==> src/rtl/vga_timing_receiver.sv <==
// VGA sync receiver: samples HS/VS/BLANK_N on pix_en, recovers RxX/RxY, locks to the frame
// timing and raises sticky timing errors. Define VGA_RX_ERR_COUNT_EN to add the err_count output.
module vga_timing_receiver #(
  parameter int H_TOTAL  = 800,
  parameter int H_SYNC   = 96,
  parameter int H_ACTIVE = 640,
  parameter int V_TOTAL  = 525,
  parameter int V_SYNC   = 2,
  parameter int V_ACTIVE = 480
) (
  input  logic        Clk,
  input  logic        Reset_n,
  input  logic        pix_en,
  input  logic        VGA_HS,
  input  logic        VGA_VS,
  input  logic        VGA_BLANK_N,
  input  logic        err_clr,
  output logic [9:0]  RxX,
  output logic [9:0]  RxY,
  output logic        rx_valid,
  output logic        locked,
  output logic        frame_start,
  output logic [15:0] frame_count,
  output logic        h_err,
  output logic        v_err
`ifdef VGA_RX_ERR_COUNT_EN
  ,
  output logic [7:0]  err_count
`endif
);

  typedef enum logic [1:0] {
    SEARCH  = 2'd0,
    ACQUIRE = 2'd1,
    LOCKED  = 2'd2
  } state_t;

  localparam logic [9:0] HT_C = 10'(H_TOTAL);
  localparam logic [9:0] HS_C = 10'(H_SYNC);
  localparam logic [9:0] HA_C = 10'(H_ACTIVE);
  localparam logic [9:0] VT_C = 10'(V_TOTAL);
  localparam logic [9:0] VS_C = 10'(V_SYNC);
  localparam logic [9:0] VA_C = 10'(V_ACTIVE);

  state_t      state_q, state_d;
  logic        hs_q, vs_q;
  logic [9:0]  hcnt_q, xcnt_q, vcnt_q, ycnt_q, hslow_q, vslow_q, rxx_q, rxy_q;
  logic        acq_bad_q, acq_bad_d;
  logic        rx_valid_q, locked_q, frame_start_q, h_err_q, v_err_q;
  logic [15:0] frame_count_q;
  logic        hs_fall_s, hs_rise_s, vs_fall_s, vs_rise_s;
  logic        h_mis_s, v_mis_s, mis_s, count_frame_s;
  logic [9:0]  x_base_s, y_base_s;
`ifdef VGA_RX_ERR_COUNT_EN
  logic [7:0]  err_count_q;
`endif

  function automatic logic [9:0] sat_inc10(input logic [9:0] v);
    return (v == 10'd1023) ? v : v + 10'd1;
  endfunction

  // Edge detection, timing checks and next-state decode for the current pixel.
  always_comb begin
    hs_fall_s = hs_q & ~VGA_HS;
    hs_rise_s = ~hs_q & VGA_HS;
    vs_fall_s = vs_q & ~VGA_VS;
    vs_rise_s = ~vs_q & VGA_VS;
    h_mis_s   = (hs_fall_s && ((hcnt_q != HT_C) ||
                               ((xcnt_q != 10'd0) && (xcnt_q != HA_C)))) ||
                (hs_rise_s && (hslow_q != HS_C));
    v_mis_s   = (vs_fall_s && ((vcnt_q != VT_C) || (ycnt_q != VA_C))) ||
                (vs_rise_s && (vslow_q != VS_C));
    mis_s     = h_mis_s | v_mis_s;
    x_base_s  = hs_fall_s ? 10'd0 : xcnt_q;
    // A line counts as active once it delivered exactly H_ACTIVE visible pixels.
    y_base_s  = vs_fall_s ? 10'd0 :
                ((hs_fall_s && (xcnt_q == HA_C)) ? sat_inc10(ycnt_q) : ycnt_q);
    count_frame_s = (state_q == LOCKED) && vs_fall_s && !mis_s;
    state_d   = state_q;
    acq_bad_d = 1'b0;
    case (state_q)
      SEARCH: begin
        state_d = vs_fall_s ? ACQUIRE : SEARCH;
      end
      ACQUIRE: begin
        if (vs_fall_s) begin
          state_d = (acq_bad_q || mis_s) ? SEARCH : LOCKED;
        end else begin
          acq_bad_d = acq_bad_q | mis_s;
        end
      end
      LOCKED: begin
        state_d = mis_s ? SEARCH : LOCKED;
      end
      default: begin
        state_d = SEARCH;
      end
    endcase
  end

  // All receiver state; advances only on pixel strobes.
  always_ff @(posedge Clk) begin
    if (!Reset_n) begin
      state_q       <= SEARCH;
      acq_bad_q     <= 1'b0;
      hs_q          <= 1'b1;
      vs_q          <= 1'b1;
      hcnt_q        <= 10'd0;
      xcnt_q        <= 10'd0;
      vcnt_q        <= 10'd0;
      ycnt_q        <= 10'd0;
      hslow_q       <= 10'd0;
      vslow_q       <= 10'd0;
      rxx_q         <= 10'd0;
      rxy_q         <= 10'd0;
      rx_valid_q    <= 1'b0;
      locked_q      <= 1'b0;
      frame_start_q <= 1'b0;
      frame_count_q <= 16'd0;
      h_err_q       <= 1'b0;
      v_err_q       <= 1'b0;
`ifdef VGA_RX_ERR_COUNT_EN
      err_count_q   <= 8'd0;
`endif
    end else if (pix_en) begin
      hs_q          <= VGA_HS;
      vs_q          <= VGA_VS;
      state_q       <= state_d;
      acq_bad_q     <= acq_bad_d;
      locked_q      <= (state_d == LOCKED);
      rx_valid_q    <= (state_d == LOCKED) && VGA_BLANK_N;
      frame_start_q <= vs_fall_s;
      hcnt_q        <= hs_fall_s ? 10'd1 : sat_inc10(hcnt_q);
      hslow_q       <= hs_fall_s ? 10'd1 : (!VGA_HS ? sat_inc10(hslow_q) : hslow_q);
      vcnt_q        <= vs_fall_s ? 10'd0 : (hs_fall_s ? sat_inc10(vcnt_q) : vcnt_q);
      vslow_q       <= vs_fall_s ? 10'd0 :
                       ((hs_fall_s && !VGA_VS) ? sat_inc10(vslow_q) : vslow_q);
      ycnt_q        <= y_base_s;
      if (VGA_BLANK_N) begin
        xcnt_q <= sat_inc10(x_base_s);
        rxx_q  <= x_base_s;
        rxy_q  <= y_base_s;
      end else begin
        xcnt_q <= x_base_s;
      end
      if (count_frame_s) begin
        frame_count_q <= frame_count_q + 16'd1;
      end else begin
        frame_count_q <= frame_count_q;
      end
      // A fresh mismatch beats a simultaneous clear.
      h_err_q <= (h_mis_s && (state_q != SEARCH)) ? 1'b1 : (err_clr ? 1'b0 : h_err_q);
      v_err_q <= (v_mis_s && (state_q != SEARCH)) ? 1'b1 : (err_clr ? 1'b0 : v_err_q);
`ifdef VGA_RX_ERR_COUNT_EN
      if (mis_s && (err_count_q != 8'd255)) begin
        err_count_q <= err_count_q + 8'd1;
      end else begin
        err_count_q <= err_count_q;
      end
`endif
    end else begin
      frame_start_q <= 1'b0;
    end
  end

  assign RxX         = rxx_q;
  assign RxY         = rxy_q;
  assign rx_valid    = rx_valid_q;
  assign locked      = locked_q;
  assign frame_start = frame_start_q;
  assign frame_count = frame_count_q;
  assign h_err       = h_err_q;
  assign v_err       = v_err_q;
`ifdef VGA_RX_ERR_COUNT_EN
  assign err_count   = err_count_q;
`endif

endmodule
==> config.mk <==
export PLATFORM = sky130hd
export DESIGN_NAME = vga_timing_receiver
export DESIGN_NICKNAME = d
export VERILOG_FILES = /design/src/rtl/vga_timing_receiver.sv
export SDC_FILE = /design/constraint.sdc
export NUM_CORES = 1
export LEC_CHECK = 0
export ABC_CLOCK_PERIOD_IN_PS = 2900
export BUFFER_PORTS_ARGS = -buffer_cell sky130_fd_sc_hd__buf_4
export CAP_MARGIN = 25
export CORE_ASPECT_RATIO = 0.5
export CORE_MARGIN = 2
export CORE_UTILIZATION = 61
export CTS_BUF_LIST = sky130_fd_sc_hd__clkbuf_8
export DETAILED_ROUTE_END_ITERATION = 8
export PLACE_DENSITY = 0.82
export SLEW_MARGIN = 20
export SYNTH_ARGS = -nofsm -noshare
export SYNTH_HDL_FRONTEND = slang
export SYNTH_SLANG_ARGS = --single-unit
==> constraint.sdc <==
create_clock -name Clk -period 2.9 [get_ports Clk]
set_clock_uncertainty 0.15 [all_clocks]
set_input_delay 0.145 -clock Clk [delete_from_list [all_inputs] [get_ports Clk]]
set_output_delay 0.145 -clock Clk [all_outputs]
set_load 0.03 [all_outputs]
==> qor.yml <==
setup_viol: 0
cts.sinks: 106
n_fill_cell: 650
antenna_found_initial: 0
synth-compound-area-share: 0.145
vias_per_cell: 5.98
maxSlewViolCount: 0
fin_ws_ns: 0.332
final_cell_area_mm2: 0.00594
period_minus_slack_ns: 2.57
fin_nets: 686
p_leak_nw: 2.19
cts_tree: "done"
post_cts_buffers: 0
hold_buffers: 6
hp-class: "input port to flop"
synthFlopType: "dfxtp_1"
place_inst: 762
yosys.cell_types.count: 59
cp-start-kind: "flop"
max_freq_ghz: 0.389
start_util: 0.636
place_ws_ns: 0.413
clk_pin_slew_ns: 0.10
synth-edff-count: 0
synth_nets: 639
via_count: 4686
drive_above_1_share: 0.122
io_pins: 48
avgSynthCellArea_um2: 8.32
ys_seq_elements: 106
worst_pin_slew_ns: 0.818
synth_fa_ha_area_frac: 0.0291
grt_max_degree: 37
grt_usage: 0.260
synth_top_family_by_area: "simple AND/OR/NAND/NOR gates"
endpoint_kind: "flop"
run_status: "finished, final reports clean"
fin_cells: 784
dr.pass1.iters: 5
clock_path_buffers: 2
placed_area_mm2: 0.00562
syn_area_mm2: 0.00516
ant_nets: 0
grt_first_pass_wirelength_um: 19700
utilization: 0.733
first_global_vias: 4202
antenna_cells: 0
dieArea_mm2: 0.00925
rsz0062_at_grt: "false"
first_iter_violations: 332
coreArea_mm2: 0.00812
yosys-mux-area-fraction: 0.00970
reg2reg_from: "xcnt_q[0]$_SDFFE_PN0P_"
ir_drop_mv: 0.272
syn-instance-count: 620
cp_max_fo: 10
htree_levels: 3
cap_violations: 0
place_congestion: 0.864
worst_ep_arrival_time_ns: 2.70
cts_resized: 0
startpoint: "xcnt_q[0]$_SDFFE_PN0P_"
layout_commonest_cell: "dfxtp_1"
root_buffer: "clkbuf_8"
hold_violations: 0
synth_xor_area_frac: 0.0747
drc_errors: 0
relSlewSlack: 0.453
die_h_um: 69.0
dp.final_hpwl_um: 8180
yosys_warnings: 0
multi_input_area_mm2: 0.00287
fp.dieW_um: 134
ys_seq_area_frac: 0.411
area_growth_pct: 15.3
drt_wl_total_um: 11700
port_buffers: 47
async_flop_share: 0
row_count: 23
wl_per_cell_um: 15.0
cts_buffers: 9
setup_tns_ns: 0
criticalPathCategory: "flop to flop"
r2r_setup_slack_ns: 0.33
required_ns: 3.03
layout_common_cells: "dfxtp_1, nor2_1, buf_4"
regArea_mm2: 0.00212
clk_latency_ns: 0.38
hold_start: "Reset_n"
finalCritPeriodShare: 0.886
powerDensity_mw_per_mm2: 475
grt_overflow_total: 0
synthSimpleGateAreaFrac: 0.297
final timing paths:
kind,cells after the start,end
worst max-delay path,6,ycnt_q[3]$_SDFFE_PN0P_
worst min-delay path,2,xcnt_q[9]$_SDFFE_PN0P_
worst max register to register,6,ycnt_q[3]$_SDFFE_PN0P_
worst min register to register,2,RxX[1]$_SDFFE_PN0P_
cell families (layout without fill, tap and decap cells):
family / Yosys count / in the layout
fa+ha+maj: 12 / 12
simple gates: 294 / 294
buf+inv: 44 / 96
mux: 5 / 5
compound gates: 115 / 115
xor+xnor: 44 / 44
flops: 106 / 106
cell usage after synthesis (17+ instances only):
master / n / area, um2
inv_1: 17 / 63.8
nor3_1: 20 / 100
o21ai_0: 25 / 125
nand3_1: 31 / 155
dfxtp_1: 106 / 2120
nor2_1: 76 / 285
xnor2_1: 18 / 158
nand4_1: 22 / 138
clkbuf_1: 22 / 82.6
nand2_1: 53 / 199
xor2_1: 26 / 228
a21oi_1: 29 / 145
report_power, final:
| group | switching [W] | total (W) | internal [W] | leakage [nW] |
|---|---|---|---|---|
| sequential | 0.0000125 | 0.00148 | 0.00147 | 0.855 |
| clock | 0.000509 | 0.00117 | 0.000660 | 0.129 |
| combinational | 0.000120 | 0.000176 | 0.0000553 | 1.21 |
routing by layer:
metal,global-route usage,wire length (um),up-vias
li1,-,-,2312
met1,0.347,5570,2225
met2,0.419,5340,136
met3,0.0640,710,13
met4,0.0749,116,0
met5,0,0,-
stage by stage:
step | hold slack [ns] | total power [W]
floorplan | 0.125 | 0.00162
global placement | 0.251 | 0.00167
detailed placement | 0.282 | 0.00168
CTS | 0.0287 | 0.00284
global route | 0.0445 | 0.00293
finish | 0.0424 | 0.00282
worst max-delay path, cell delays in order, from the launching register on:
cell	delay [ns]
dfxtp_1	0.35
nor4_1	0.45
nand4_1	0.36
a21oi_2	0.46
and4_1	0.31
o21ai_0	0.09
a32o_1	0.29
flip-flops by register name, indices dropped and copies added (netlist names), 10 cells and up:
name	count
RxX	10
RxY	10
frame_count	16
hcnt_q	10
hslow_q	10
vcnt_q	10
vslow_q	10
xcnt_q	10
ycnt_q	10
area by class of cell:
class	count	share of cell area
clock buffers	9	0.0208
clock inverters	7	0.0238
inverters	17	0.0107
multi-input cells	470	0.482
flip-flops and latches	106	0.357
well taps	112	0.0236
repair buffers	63	0.0821
Note: power is estimated with default switching activity, not from simulation.
